### config.mk
export PLATFORM = sky130hd
export DESIGN_NAME = controlador_expansao_flat
export DESIGN_NICKNAME = d
export VERILOG_FILES = /design/src/rtl/controlador_expansao_pkg.sv /design/src/rtl/controlador_expansao_if.sv /design/src/rtl/controlador_expansao_varredor_minimo.sv /design/src/rtl/controlador_expansao.sv /design/src/flat_wrapper.sv
export SDC_FILE = /design/constraint.sdc
export NUM_CORES = 1
export LEC_CHECK = 0
export CORE_MARGIN = 3
export CORE_UTILIZATION = 50
export DETAILED_ROUTE_END_ITERATION = 7
export GPL_ROUTABILITY_DRIVEN = 0
export HOLD_SLACK_MARGIN = 0.08
export PLACE_DENSITY_LB_ADDON = 0.15
export SETUP_SLACK_MARGIN = 0.3
export SYNTH_ARGS = -nofsm -noshare
export SYNTH_HDL_FRONTEND = slang
export SYNTH_SLANG_ARGS = --single-unit
### constraint.sdc
create_clock -name clk -period 6.1 [get_ports clk]
set_input_delay 0.915 -clock clk [delete_from_list [all_inputs] [get_ports clk]]
set_output_delay 0.915 -clock clk [all_outputs]
set_load 0.05 [all_outputs]
### src/rtl/controlador_expansao_pkg.sv
// Shared definitions for the expansion controller: FSM encoding and
// default parameter values used by every file of the block.
package controlador_expansao_pkg;

  localparam int NUM_NA_DEF         = 8;
  localparam int CRITERIO_WIDTH_DEF = 5;
  localparam int IDX_WIDTH_DEF      = 3;
  localparam int ITER_WIDTH_DEF     = 8;

  typedef enum logic [2:0] {
    OCIOSO    = 3'd0,
    VARRER    = 3'd1,
    DESPACHAR = 3'd2,
    AGUARDAR  = 3'd3,
    FIM       = 3'd4
  } estado_t;

endpackage

### src/rtl/controlador_expansao_if.sv
// Expander handshake bundle: request (valid/idx), acceptance (ready),
// completion (done) and the one-hot clear of the dispatched node.
interface controlador_expansao_if
  import controlador_expansao_pkg::*;
#(
  parameter int NUM_NA    = NUM_NA_DEF,
  parameter int IDX_WIDTH = IDX_WIDTH_DEF
) ();

  logic                 exp_valid;
  logic [IDX_WIDTH-1:0] exp_idx;
  logic                 exp_ready;
  logic                 exp_done;
  logic [NUM_NA-1:0]    desativar;

  modport master (
    output exp_valid, exp_idx, desativar,
    input  exp_ready, exp_done
  );

  modport slave (
    input  exp_valid, exp_idx, desativar,
    output exp_ready, exp_done
  );

endinterface

### src/rtl/controlador_expansao_varredor_minimo.sv
// Linear scan over the node table: one node per cycle while en is high,
// tracking the active node with the smallest criterion (lowest index on
// ties). The *_next outputs already include the node under the counter,
// so on the last scan cycle they hold the final answer.
module varredor_minimo
  import controlador_expansao_pkg::*;
#(
  parameter int NUM_NA         = NUM_NA_DEF,
  parameter int CRITERIO_WIDTH = CRITERIO_WIDTH_DEF,
  parameter int IDX_WIDTH      = IDX_WIDTH_DEF
) (
  input  logic                             clk,
  input  logic                             rst_n,
  input  logic                             en,
  input  logic [NUM_NA-1:0]                na_ativo,
  input  logic [NUM_NA*CRITERIO_WIDTH-1:0] na_criterio,
  output logic                             ultimo,
  output logic                             achou,
  output logic [IDX_WIDTH-1:0]             melhor_idx
);

  logic [CRITERIO_WIDTH-1:0] criterio_arr [NUM_NA];
  logic [IDX_WIDTH-1:0]      contador_reg;
  logic                      achou_reg;
  logic [IDX_WIDTH-1:0]      melhor_idx_reg;
  logic [CRITERIO_WIDTH-1:0] melhor_crit_reg;

  logic                      ativo_atual;
  logic [CRITERIO_WIDTH-1:0] crit_atual;
  logic                      toma;
  logic                      achou_next;
  logic [IDX_WIDTH-1:0]      melhor_idx_next;
  logic [CRITERIO_WIDTH-1:0] melhor_crit_next;

  // Unpack the flat criterion bus into one entry per node.
  generate
    for (genvar gi = 0; gi < NUM_NA; gi++) begin : g_unpack
      assign criterio_arr[gi] = na_criterio[CRITERIO_WIDTH*gi +: CRITERIO_WIDTH];
    end
  endgenerate

  // Compare the node under the counter against the best seen so far.
  always_comb begin
    ativo_atual      = na_ativo[contador_reg];
    crit_atual       = criterio_arr[contador_reg];
    toma             = ativo_atual && (!achou_reg || (crit_atual < melhor_crit_reg));
    achou_next       = achou_reg | ativo_atual;
    melhor_idx_next  = toma ? contador_reg : melhor_idx_reg;
    melhor_crit_next = toma ? crit_atual : melhor_crit_reg;
  end

  assign ultimo     = en && (contador_reg == IDX_WIDTH'(NUM_NA - 1));
  assign achou      = achou_next;
  assign melhor_idx = melhor_idx_next;

  // Step the scan while enabled; any idle cycle rearms it from node 0.
  always_ff @(posedge clk or negedge rst_n) begin
    if (!rst_n) begin
      contador_reg    <= '0;
      achou_reg       <= 1'b0;
      melhor_idx_reg  <= '0;
      melhor_crit_reg <= '0;
    end else if (!en) begin
      contador_reg    <= '0;
      achou_reg       <= 1'b0;
      melhor_idx_reg  <= '0;
      melhor_crit_reg <= '0;
    end else begin
      contador_reg    <= contador_reg + 1'b1;
      achou_reg       <= achou_next;
      melhor_idx_reg  <= melhor_idx_next;
      melhor_crit_reg <= melhor_crit_next;
    end
  end

endmodule

### src/rtl/controlador_expansao.sv
// Search-loop controller: scans the node table for the cheapest active
// node, dispatches it to the expander, waits for the table update and
// repeats until the target is the best node, nothing is left, or the
// iteration budget runs out. IDX_WIDTH must cover NUM_NA nodes.
module controlador_expansao
  import controlador_expansao_pkg::*;
#(
  parameter int NUM_NA         = NUM_NA_DEF,
  parameter int CRITERIO_WIDTH = CRITERIO_WIDTH_DEF,
  parameter int IDX_WIDTH      = IDX_WIDTH_DEF,
  parameter int ITER_WIDTH     = ITER_WIDTH_DEF
) (
  input  logic                             clk,
  input  logic                             rst_n,
  input  logic                             start_in,
  input  logic                             abort_in,
  input  logic [IDX_WIDTH-1:0]             destino_idx_in,
  input  logic [NUM_NA-1:0]                na_ativo_in,
  input  logic [NUM_NA*CRITERIO_WIDTH-1:0] na_criterio_in,
  controlador_expansao_if.master           exp,
  output logic                             busy_out,
  output logic                             done_out,
  output logic                             sucesso_out,
  output logic                             falha_out,
  output logic [ITER_WIDTH-1:0]            iter_out
);

  localparam logic [ITER_WIDTH-1:0] ITER_MAX = '1;

  estado_t                 estado_reg;
  logic [IDX_WIDTH-1:0]    destino_reg;
  logic [ITER_WIDTH-1:0]   iter_reg;
  logic                    exp_valid_reg;
  logic [IDX_WIDTH-1:0]    exp_idx_reg;
  logic [NUM_NA-1:0]       desativar_reg;
  logic                    busy_reg;
  logic                    done_reg;
  logic                    sucesso_reg;
  logic                    falha_reg;

  logic                    ultimo;
  logic                    achou;
  logic [IDX_WIDTH-1:0]    melhor_idx;
  logic [ITER_WIDTH-1:0]   iter_inc;
  logic [NUM_NA-1:0]       mascara;

  varredor_minimo #(
    .NUM_NA         (NUM_NA),
    .CRITERIO_WIDTH (CRITERIO_WIDTH),
    .IDX_WIDTH      (IDX_WIDTH)
  ) u_varredor (
    .clk         (clk),
    .rst_n       (rst_n),
    .en          (estado_reg == VARRER),
    .na_ativo    (na_ativo_in),
    .na_criterio (na_criterio_in),
    .ultimo      (ultimo),
    .achou       (achou),
    .melhor_idx  (melhor_idx)
  );

  // Next iteration count and the one-hot clear for the dispatched node.
  always_comb begin
    iter_inc = iter_reg + 1'b1;
    mascara  = '0;
    mascara[exp_idx_reg] = 1'b1;
  end

  // Main FSM; every output is a register updated alongside the state.
  always_ff @(posedge clk or negedge rst_n) begin
    if (!rst_n) begin
      estado_reg    <= OCIOSO;
      destino_reg   <= '0;
      iter_reg      <= '0;
      exp_valid_reg <= 1'b0;
      exp_idx_reg   <= '0;
      desativar_reg <= '0;
      busy_reg      <= 1'b0;
      done_reg      <= 1'b0;
      sucesso_reg   <= 1'b0;
      falha_reg     <= 1'b0;
    end else begin
      done_reg      <= 1'b0;
      desativar_reg <= '0;
      if (abort_in && (estado_reg != OCIOSO)) begin
        estado_reg    <= OCIOSO;
        exp_valid_reg <= 1'b0;
        busy_reg      <= 1'b0;
        falha_reg     <= 1'b1;
      end else begin
        case (estado_reg)
          OCIOSO: begin
            if (start_in) begin
              estado_reg  <= VARRER;
              destino_reg <= destino_idx_in;
              iter_reg    <= '0;
              sucesso_reg <= 1'b0;
              falha_reg   <= 1'b0;
              busy_reg    <= 1'b1;
            end
          end
          VARRER: begin
            if (ultimo) begin
              if (!achou) begin
                estado_reg <= FIM;
                falha_reg  <= 1'b1;
                done_reg   <= 1'b1;
              end else if (melhor_idx == destino_reg) begin
                estado_reg  <= FIM;
                sucesso_reg <= 1'b1;
                done_reg    <= 1'b1;
              end else begin
                estado_reg    <= DESPACHAR;
                exp_valid_reg <= 1'b1;
                exp_idx_reg   <= melhor_idx;
              end
            end
          end
          DESPACHAR: begin
            if (exp.exp_ready) begin
              estado_reg    <= AGUARDAR;
              exp_valid_reg <= 1'b0;
              desativar_reg <= mascara;
            end
          end
          AGUARDAR: begin
            if (exp.exp_done) begin
              iter_reg <= iter_inc;
              if (iter_inc == ITER_MAX) begin
                estado_reg <= FIM;
                falha_reg  <= 1'b1;
                done_reg   <= 1'b1;
              end else begin
                estado_reg <= VARRER;
              end
            end
          end
          FIM: begin
            estado_reg <= OCIOSO;
            busy_reg   <= 1'b0;
          end
          default: begin
            estado_reg <= OCIOSO;
            busy_reg   <= 1'b0;
          end
        endcase
      end
    end
  end

  assign exp.exp_valid = exp_valid_reg;
  assign exp.exp_idx   = exp_idx_reg;
  assign exp.desativar = desativar_reg;
  assign busy_out      = busy_reg;
  assign done_out      = done_reg;
  assign sucesso_out   = sucesso_reg;
  assign falha_out     = falha_reg;
  assign iter_out      = iter_reg;

endmodule

### src/flat_wrapper.sv
// flat-port wrapper written by rule: the top's interface ports become plain ports
module controlador_expansao_flat import controlador_expansao_pkg::*;
#(
  parameter int NUM_NA         = NUM_NA_DEF,
  parameter int CRITERIO_WIDTH = CRITERIO_WIDTH_DEF,
  parameter int IDX_WIDTH      = IDX_WIDTH_DEF,
  parameter int ITER_WIDTH     = ITER_WIDTH_DEF
)
  (clk, rst_n, start_in, abort_in, destino_idx_in, na_ativo_in, na_criterio_in, busy_out, done_out, sucesso_out, falha_out, iter_out, exp_exp_valid, exp_exp_idx, exp_desativar, exp_exp_ready, exp_exp_done);
  controlador_expansao_if #(.NUM_NA(NUM_NA), .IDX_WIDTH(IDX_WIDTH)) exp_i ();
  input  logic clk;
  input  logic rst_n;
  input  logic start_in;
  input  logic abort_in;
  input  logic [IDX_WIDTH-1:0] destino_idx_in;
  input  logic [NUM_NA-1:0] na_ativo_in;
  input  logic [NUM_NA*CRITERIO_WIDTH-1:0] na_criterio_in;
  output logic busy_out;
  output logic done_out;
  output logic sucesso_out;
  output logic falha_out;
  output logic [ITER_WIDTH-1:0] iter_out;
  output wire logic [$bits(exp_i.exp_valid)-1:0] exp_exp_valid;
  output wire logic [$bits(exp_i.exp_idx)-1:0] exp_exp_idx;
  output wire logic [$bits(exp_i.desativar)-1:0] exp_desativar;
  input wire logic [$bits(exp_i.exp_ready)-1:0] exp_exp_ready;
  input wire logic [$bits(exp_i.exp_done)-1:0] exp_exp_done;
  assign exp_exp_valid = exp_i.exp_valid;
  assign exp_exp_idx = exp_i.exp_idx;
  assign exp_desativar = exp_i.desativar;
  assign exp_i.exp_ready = exp_exp_ready;
  assign exp_i.exp_done = exp_exp_done;
  controlador_expansao #(.NUM_NA(NUM_NA), .CRITERIO_WIDTH(CRITERIO_WIDTH), .IDX_WIDTH(IDX_WIDTH), .ITER_WIDTH(ITER_WIDTH)) u_core (.clk(clk), .rst_n(rst_n), .start_in(start_in), .abort_in(abort_in), .destino_idx_in(destino_idx_in), .na_ativo_in(na_ativo_in), .na_criterio_in(na_criterio_in), .exp(exp_i), .busy_out(busy_out), .done_out(done_out), .sucesso_out(sucesso_out), .falha_out(falha_out), .iter_out(iter_out));
endmodule
After elaboration in Yosys (flattened, before gate mapping)
Cells that the tools add are included.
Storage, ports and cells
  register bits: 42
  input port bits: 57
  output and inout bits: 24
  word-level logic and storage cells: 122
Operators by class
  add/subtract/negate cells: 2
  $lt $le $gt $ge: 5
  eq/ne operators: 21
  muxes and demuxes: 55
  bitwise gates (word level): 4
  reductions and logical operators: 21
Operator list (number)
  $mux 8: 5
  $mux 3: 11
  $mux 1: 25
  $mux 5: 4
  $pmux 8 s2: 1
  $bmux 5 s3: 1
  $ne 3x2->1 const B: 4
  $pmux 3 s4: 1
  $reduce_and 6->1: 2
  $ne 2x1->1 const B: 5
  $reduce_and 5->1: 2
  $ne 3x1->1 const B: 3
  $add 8x1->8 const B: 1
  $eq 8x8->1 const B: 1
  $lt 3x4->1 const B: 2
  $pmux 1 s2: 4
  $reduce_and 4->1: 2
  $eq 3x2->1 const B: 2
  $reduce_bool 3->1: 2
  $lt 5x5->1: 1
  $ge 4x4->1 const B: 1
  $logic_and 1x1->1: 4
  $ne 2x2->1 const B: 2
  $not 3->4: 1
  other kinds (19): 21

Longest topological paths before layout
Gate-level depths: netlist of the first run.
  word-level depth: 14
  mapped depth: 13
  gate-level depth less buffers: 11

Modules after synthesis
Synthesis of the first run repeated with hierarchy kept, for this count alone.
Unflattened totals
  cell total of the unflattened synthesis: 240
  area, all modules: 2608.8 sq um
By module, submodules not included
  controlador_expansao: times used 1, cells an instance 148, area an instance 1487.7 sq um, sequential area each 750.7 sq um
  varredor_minimo: times used 1, cells an instance 92, area an instance 1121.1 sq um, sequential area each 300.3 sq um

Worst setup path after synthesis of the first run
OpenSTA, ideal clock, no wires.
  kind: input-to-reg
  start point: input port na_criterio_in[38]
  end point: register u_core.estado_reg[1]
  library setup time: 0.124 ns
  arrival: 3.489 ns
  required time: 5.976 ns
  slack: 2.486 ns
  cell stages on the path: 11
  buffers on the path: 0
  cell sequence: mux4_2 mux2_2 ha_1 a21oi_1 o2111ai_1 a31oi_2 o21ai_4 mux2i_1 xor2_1 a31oi_4 or2_1
Between the ends
  cells in the longest elaborated chain, start to end: 13
Ends and longest elaborated chain
  start, declared: RTL line flat_wrapper.sv:17  | input logic [NUM_NA*CRITERIO_WIDTH-1:0] na_criterio_in;
  $bmux 5 s3: RTL line controlador_expansao_varredor_minimo.sv:45  | crit_atual = criterio_arr[contador_reg];
  $mux 5 (implied by the code) (2 in a row): RTL line controlador_expansao_varredor_minimo.sv:45
  $lt 5x5->1: RTL line controlador_expansao_varredor_minimo.sv:46  | toma = ativo_atual && (!achou_reg || (crit_atual < melhor_crit_reg));
  $logic_or 1x1->1: RTL line controlador_expansao_varredor_minimo.sv:46
  $logic_and 1x1->1: RTL line controlador_expansao_varredor_minimo.sv:46
  $mux 3: RTL line controlador_expansao_varredor_minimo.sv:48  | melhor_idx_next = toma ? contador_reg : melhor_idx_reg;
  $eq 3x3->1: RTL line controlador_expansao.sv:108  | end else if (melhor_idx == destino_reg) begin
  $mux 3: RTL line controlador_expansao.sv:108
  $mux 3: RTL line controlador_expansao.sv:104  | if (!achou) begin
  $mux 3: RTL line controlador_expansao.sv:103  | if (ultimo) begin
  $pmux 3 s4: RTL line controlador_expansao.sv:91  | case (estado_reg)
  $mux 3: RTL line controlador_expansao.sv:85  | if (abort_in && (estado_reg != OCIOSO)) begin
  end signal, assigned: RTL line controlador_expansao.sv:86  | estado_reg <= OCIOSO;
  end signal, assigned: RTL line controlador_expansao.sv:94  | estado_reg <= VARRER;
  end signal, assigned: RTL line controlador_expansao.sv:105  | estado_reg <= FIM;
  end, declared: RTL line controlador_expansao.sv:30  | estado_t estado_reg;
Every way passes these cells. The select of a mux whose other input is x is not followed.
A chain may end at the register's enable or synchronous reset.

Final worst setup path of the first run
  start point: register u_core.u_varredor.contador_reg[0]
  end point: register u_core.estado_reg[1]
Between the ends
  cells in the longest elaborated chain, start to end: 14
  elaborated cells between the ends (all ways): 21
  those cells by class: order compare (1); eq/ne (3); mux (11); bitwise (2); reduce/logical (4)
Ends and longest elaborated chain
  start, declared: RTL line controlador_expansao_varredor_minimo.sv:23  | logic [IDX_WIDTH-1:0] contador_reg;
  start signal, assigned: RTL line controlador_expansao_varredor_minimo.sv:69  | contador_reg <= contador_reg + 1'b1;
  $not 3->4 (implied by the code): RTL line controlador_expansao_varredor_minimo.sv:45
  $bmux 5 s3: RTL line controlador_expansao_varredor_minimo.sv:45
  $mux 5 (implied by the code) (2 in a row): RTL line controlador_expansao_varredor_minimo.sv:45
  $lt 5x5->1: RTL line controlador_expansao_varredor_minimo.sv:46
  $logic_or 1x1->1: RTL line controlador_expansao_varredor_minimo.sv:46
  $logic_and 1x1->1: RTL line controlador_expansao_varredor_minimo.sv:46
  $mux 3: RTL line controlador_expansao_varredor_minimo.sv:48
  $eq 3x3->1: RTL line controlador_expansao.sv:108
  $mux 3: RTL line controlador_expansao.sv:108
  $mux 3: RTL line controlador_expansao.sv:104
  $mux 3: RTL line controlador_expansao.sv:103
  $pmux 3 s4: RTL line controlador_expansao.sv:91
  $mux 3: RTL line controlador_expansao.sv:85
Parallel ways exist; a longest one is shown, timed or not. The select of a mux whose other input is x is not followed.

==> impl_metrics.ini, run 1 <==
[outcome]
outcome = finished, final reports clean

[sta]
rsz0062_at_grt = no
hold_ws_ns = 0.5198
setup_slack_ns = 1.865
finalSetupViolations = 0
finClkSkew_ns = 0.008892
tns_ns = 0
drv_slew = 0
finalCriticalPeriod_ns = 4.235
worst_pin_slew_ns = 0.9486
maxSlewHeadroom_pct = 36.76
hold_viol = 0
post-route-period-util_pct = 69.43
max_freq_ghz = 0.2361

[worst_setup_path]
start_kind = register
crit_type = register to register
cpPeakStageDelay_ns = 0.94
critPathSlowestCell = dfrtp_1
cp_data_required_time_ns = 6.28
ff2ff_setup_slack_ns = 1.86
worstPathArrival_ns = 4.42
worstPathCellList = mux4_2 > mux2_2 > ha_1 > a21oi_1 > o2111ai_1 > a31oi_2 > o21ai_4 > mux2i_1 > xor2_1 > a31oi_4 > or2_1
cp-end-kind = register
worst-path-max-fanout = 17

[layout]
instances_no_fill = 381
antennaDiodeCount = 0
finalNetCount = 380
fin_area_um2 = 3400
area_growth_pct = 37.85
utilization_pct = 74.48
drive_above_1_share_pct = 10.13

[flow_run]
cap_violations = 0

[global_route]
overflow = 0
grt_pass1_vias = 2126
antenna_found_initial = 0
grt_max_degree = 43
grt_pass1_wl_mm = 10.04
grt.total_usage_pct = 20.72

[route]
drtAntennaViolNets = 0
vias = 2077
via_per_inst = 5.451
wl_per_cell_um = 15.09
dr.pass1.iters = 4
drtIter0Drc = 131
wl_mm = 5.750
drc_errors = 0

[floorplan]
fp.dieH_um = 76.23
core_um2 = 4564
rows = 24
dieWidth_um = 76.23
start_util_pct = 54.03
dieArea_um2 = 5811
io_pins = 81

[cts]
ctsResizeCount = 0
cts_root_buffer = clkbuf_8
cts_tree = done
cts_buffer_depth = 2
cts-hold-fix-buffers = 0
cts.htree.levels = 2
clock-sinks = 42
post_cts_buffers = 0
cts_inserted_buffers = 5
path_clk_slew_ns = 0.08
insertion_delay_ns = 0.29

[logic_synthesis]
synth_common_cells = dfrtp_1, nor2_1, nand2_1
synth.most_common_cell = dfrtp_1
syn_nets = 304
synth_top_cell_by_area = dfrtp_1
yosysUniqueCellTypes = 46
syn_area_um2 = 2466
ys_seq_elements = 42
synth_area_per_cell_um2 = 10.32
yosysTopAreaCellShare_pct = 42.62
synth.area.top_cells = dfrtp_1, mux4_2, ha_1, mux2i_1, nor2_1
synthArstFlopShare_pct = 100.0
yosysSeqAreaShare_pct = 42.62
synthFlopType = dfrtp_1
synth_warnings = 0
syn_inst = 239
synth_edf_count = 0

[worst_hold_path]
min_path_type = register to register

[place]
placedInstanceArea_um2 = 3291
dp_hpwl_mm = 4.224
port_buffers = 80
post-place-cells = 373
dp_slack_ns = 1.617

[power_and_ir_drop]
power_density_nw_per_um2 = 319.4
p_leak_nw = 1.417
vdd_drop_max_uv = 196.7
power_mw = 1.086
==> path summary, 6_finish.rpt <==
path                       cells past startpoint                                                to                                         from
max                                           11                  u_core.estado_reg[1]$_DFFE_PN0P_  u_core.u_varredor.contador_reg[0]$_DFF_PN0_
min                                            2                      u_core.falha_out$_DFFE_PN0P_                 u_core.falha_out$_DFFE_PN0P_
max reg2reg                                   11                  u_core.estado_reg[1]$_DFFE_PN0P_  u_core.u_varredor.contador_reg[0]$_DFF_PN0_
min reg2reg                                    2                      u_core.falha_out$_DFFE_PN0P_                 u_core.falha_out$_DFFE_PN0P_
max in group asynchronous                      1       u_core.u_varredor.contador_reg[2]$_DFF_PN0_                                        rst_n
min in group asynchronous                      1  u_core.u_varredor.melhor_crit_reg[2]$_DFFE_PN0P_                                        rst_n
==> logic make-up (layout without fill, tap and decap cells) <==
group	Yosys count	in the layout	synth area share, %
buffers and inverters	25	102	4.262
XOR/XNOR	5	5	2.385
flip-flops	42	42	42.62
AND/OR/NAND/NOR	84	84	16.95
multiplexers	28	28	16.84
adder cells (fa/ha/maj)	8	8	4.059
AO/OA/AOI/OAI	47	47	12.89
==> metal layers <==
| metal | vias up | track usage [%] | routed length, um |
|---|---|---|---|
| li1 | 1020 | - | - |
| met1 | 1003 | 26.81 | 2595 |
| met2 | 49 | 36.29 | 2864 |
| met3 | 5 | 4.137 | 251 |
| met4 | 0 | 3.804 | 38 |
| met5 | - | 0 | 0 |
==> power breakdown <==
group	leakage, nW	internal (mW)	total, mW	switching [mW]
Clock	0.0579	0.121	0.215	0.0944
Sequential	0.550	0.323	0.401	0.0778
Combinational	0.809	0.230	0.470	0.240
==> worst max-delay path, delay by kind of cell (launching register included) <==
family	cells	cell delay, ns
adder cells (fa/ha/maj)	1	0.31
AO/OA/AOI/OAI	5	0.96
flip-flops	1	0.94
multiplexers	3	1.28
AND/OR/NAND/NOR	1	0.25
XOR/XNOR	1	0.37
==> area by class of cell <==
type,instances,area [um2]
multi-input cells,172,1310
inverters,14,52.55
repair buffers,80,795.8
clock inverters,3,40.04
fillers,359,1165
clock buffers,5,68.82
well taps,65,81.33
flip-flops and latches,42,1051
==> cell usage in the layout, fill, tap and decap left out, types with 10 or more instances in the layout <==
master	netlist	final
mux2i_1	10	10
clkdlybuf4s50_1	0	79
nor2_1	26	26
mux4_2	10	10
o21ai_0	14	14
nand2_1	18	18
inv_1	14	14
a21oi_1	11	11
dfrtp_1	42	42
No activity file was read; power rests on OpenSTA's default activity.
==> run 2, diff against run 1 <==
--- a/config.mk
+++ b/config.mk
@@ -6,7 +6,7 @@
 export NUM_CORES = 1
 export LEC_CHECK = 0
 export CORE_MARGIN = 3
-export CORE_UTILIZATION = 50
+export CORE_UTILIZATION = 46
 export DETAILED_ROUTE_END_ITERATION = 7
 export GPL_ROUTABILITY_DRIVEN = 0
 export HOLD_SLACK_MARGIN = 0.08
==> constraint.sdc (replaced) <==
create_clock -name clk -period 4.2 [get_ports clk]
set_input_delay 0.63 -clock clk [delete_from_list [all_inputs] [get_ports clk]]
set_output_delay 0.63 -clock clk [all_outputs]
set_load 0.05 [all_outputs]
==> impl_metrics.ini, run 2 (same netlist as run 1, synthesis figures left out) <==
[outcome]
outcome = finished, final reports clean

[power_and_ir_drop]
p_seq_share_pct = 34.7
swShare_pct = 38.16
p_comb_share_pct = 45.6
p_leak_nw = 1.433
vdd_drop_max_uv = 375.3
internal-power_mw = 1.019
power_density_nw_per_um2 = 475.4
p_switching_uw = 629.0
clkPwrFrac_pct = 19.7

[worst_setup_path]
cp-end-kind = register
timing.rr.end = u_core.estado_reg[1]$_DFFE_PN0P_
worstReg2RegStart = u_core.u_varredor.contador_reg[1]$_DFF_PN0_
reg2regPathDepth = 11
worst-path-max-fanout = 11
cp-startpoint = na_criterio_in[18]
cp_data_required_time_ns = 4.38
endpoint = u_core.estado_reg[1]$_DFFE_PN0P_
worstPathArrival_ns = 3.92
crit_type = input pin to register
ff2ff_setup_slack_ns = 0.54
start_kind = input pin

[layout]
antennaDiodeCount = 0
final_common_cell = clkdlybuf4s50_1
seq_area_um2 = 1052
drive_above_1_share_pct = 13.08
finalNetCount = 385
area_growth_pct = 40.59
multi_input_area_um2 = 1329
fillers = 437
final_cell_mix = clkdlybuf4s50_1, dfrtp_1, nor2_1
instances_no_fill = 391

[floorplan]
rows = 26
dieArea_um2 = 6276
io_pins = 81
fp.dieH_um = 79.22
dieWidth_um = 79.22
core_um2 = 5140
start_util_pct = 47.98

[route]
drc_errors = 0
drtAntennaViolNets = 0
drtIter0Drc = 70
dr.pass1.iters = 4
vias = 2124
wl_per_cell_um = 15.88
wl_mm = 6.211
via_per_inst = 5.432

[sta]
worst_pin_slew_ns = 0.9399
finalCriticalPeriod_ns = 3.741
finClkSkew_ns = 0.009496
drv_slew = 0
tns_ns = 0
post-route-period-util_pct = 89.07
max_freq_ghz = 0.2673
maxSlewHeadroom_pct = 37.34
rsz0062_at_grt = no
finalSetupViolations = 0
hold_viol = 0

[cts]
cts-hold-fix-buffers = 0
cts.htree.levels = 2
path_clk_slew_ns = 0.08
clock-sinks = 42
cts_root_buffer = clkbuf_8
cts_inserted_buffers = 5
cts_tree = done
cts_buffer_depth = 2
insertion_delay_ns = 0.30

[place]
post-place-cells = 382
port_buffers = 80
dp_hpwl_mm = 4.662

[flow_run]
cap_violations = 0

[worst_hold_path]
min_path_type = input pin to asynchronous set/reset pin

[global_route]
overflow = 0
grt_max_degree = 43
grt.total_usage_pct = 20.60
antenna_found_initial = 0
grt_pass1_wl_mm = 10.12
grt_pass1_vias = 2073
run 2: cell count changes in the layout (fill, tap and decap cells not counted):
cell      previous run  this run
buf_4                0         5
xor2_2               2         3
mux2i_2              0         3
dfrtp_2              0         1
mux2i_1             10         7
dfrtp_1             42        41
inv_6                0         1
xor2_1               2         1
clkinv_2             2         1
run 2: worst min-delay path by stage:
stage	cells after the start	slack, ns	from	end
global route	1	0.53	rst_n	u_core.exp.desativar[4]$_DFF_PN0_
CTS	1	0.50	rst_n	u_core.exp.exp_idx[0]$_DFFE_PN0P_
global placement	2	0.51	u_core.falha_out$_DFFE_PN0P_	u_core.falha_out$_DFFE_PN0P_
detailed placement	1	0.51	u_core.iter_out[4]$_DFFE_PN0P_	u_core.iter_out[4]$_DFFE_PN0P_
floorplan	0	0.33	rst_n	u_core.busy_out$_DFFE_PN0P_
finish	1	0.47	rst_n	u_core.exp.desativar[4]$_DFF_PN0_
run 2: through the flow:
step                      hold slack [ns]  util [%]  power [mW]  area, um2  setup slack [ns]
after floorplan                    0.3344         -       1.096       2466            0.6747
after global placement             0.5062     64.73       1.278       3327            0.1904
after detailed placement           0.5118     64.73       1.302       3327           0.04378
after CTS                          0.4998     66.92       1.628       3440            0.3462
after global routing               0.5276     67.45       1.760       3467            0.2934
final                              0.4728     67.45       1.648       3467            0.4590
run 2: layout make-up:
class / count / share of cell area, %
multi-input combinational: 172 / 38.33
sequential: 42 / 30.35
timing repair buffer: 85 / 24.03
tap: 70 / 2.526
clock buffer: 5 / 1.985
inverter: 14 / 1.516
clock inverter: 3 / 1.263
run 2: power groups by stage:
| stage | clock (mW) | combinational [mW] | sequential (mW) |
|---|---|---|---|
| floorplan | 0 | 0.538 | 0.558 |
| global placement | 0 | 0.702 | 0.576 |
| detailed placement | 0 | 0.726 | 0.576 |
| CTS | 0.330 | 0.729 | 0.568 |
| global route | 0.350 | 0.825 | 0.585 |
| finish | 0.325 | 0.752 | 0.571 |
run 2: what timing repair did:
| action | 4_1_cts | 5_1_grt |
|---|---|---|
| gates resized for setup | 0 | 5 |
| setup endpoints to repair | 0 | 8 |
| setup buffers | 0 | 1 |
run 2: critical path, cell delays in order:
cell             delay (ns)
clkdlybuf4s50_1        0.42
mux4_2                 0.47
mux2_2                 0.29
ha_1                   0.31
a21oi_1                0.09
o211ai_1               0.19
nand2_1                0.12
o21ai_4                0.35
mux2i_2                0.37
xor2_2                 0.26
a31oi_4                0.16
or2_1                  0.25
run 2: routing by layer:
| layer | part of all wire (%) | GRT usage [%] |
|---|---|---|
| met1 | 43 | 25.75 |
| met4 | 1.1 | 6.186 |
| met3 | 6.1 | 4.875 |
| met2 | 50 | 35.35 |
| met5 | 0 | 0 |
==> run 3, diff against run 2 <==
--- a/config.mk
+++ b/config.mk
@@ -5,6 +5,7 @@
 export SDC_FILE = /design/constraint.sdc
 export NUM_CORES = 1
 export LEC_CHECK = 0
+export CAP_MARGIN = 5
 export CORE_MARGIN = 3
 export CORE_UTILIZATION = 46
 export DETAILED_ROUTE_END_ITERATION = 7
==> results of run 3 <==
The final DEF is identical to that of run 2; final timing and power are the same.
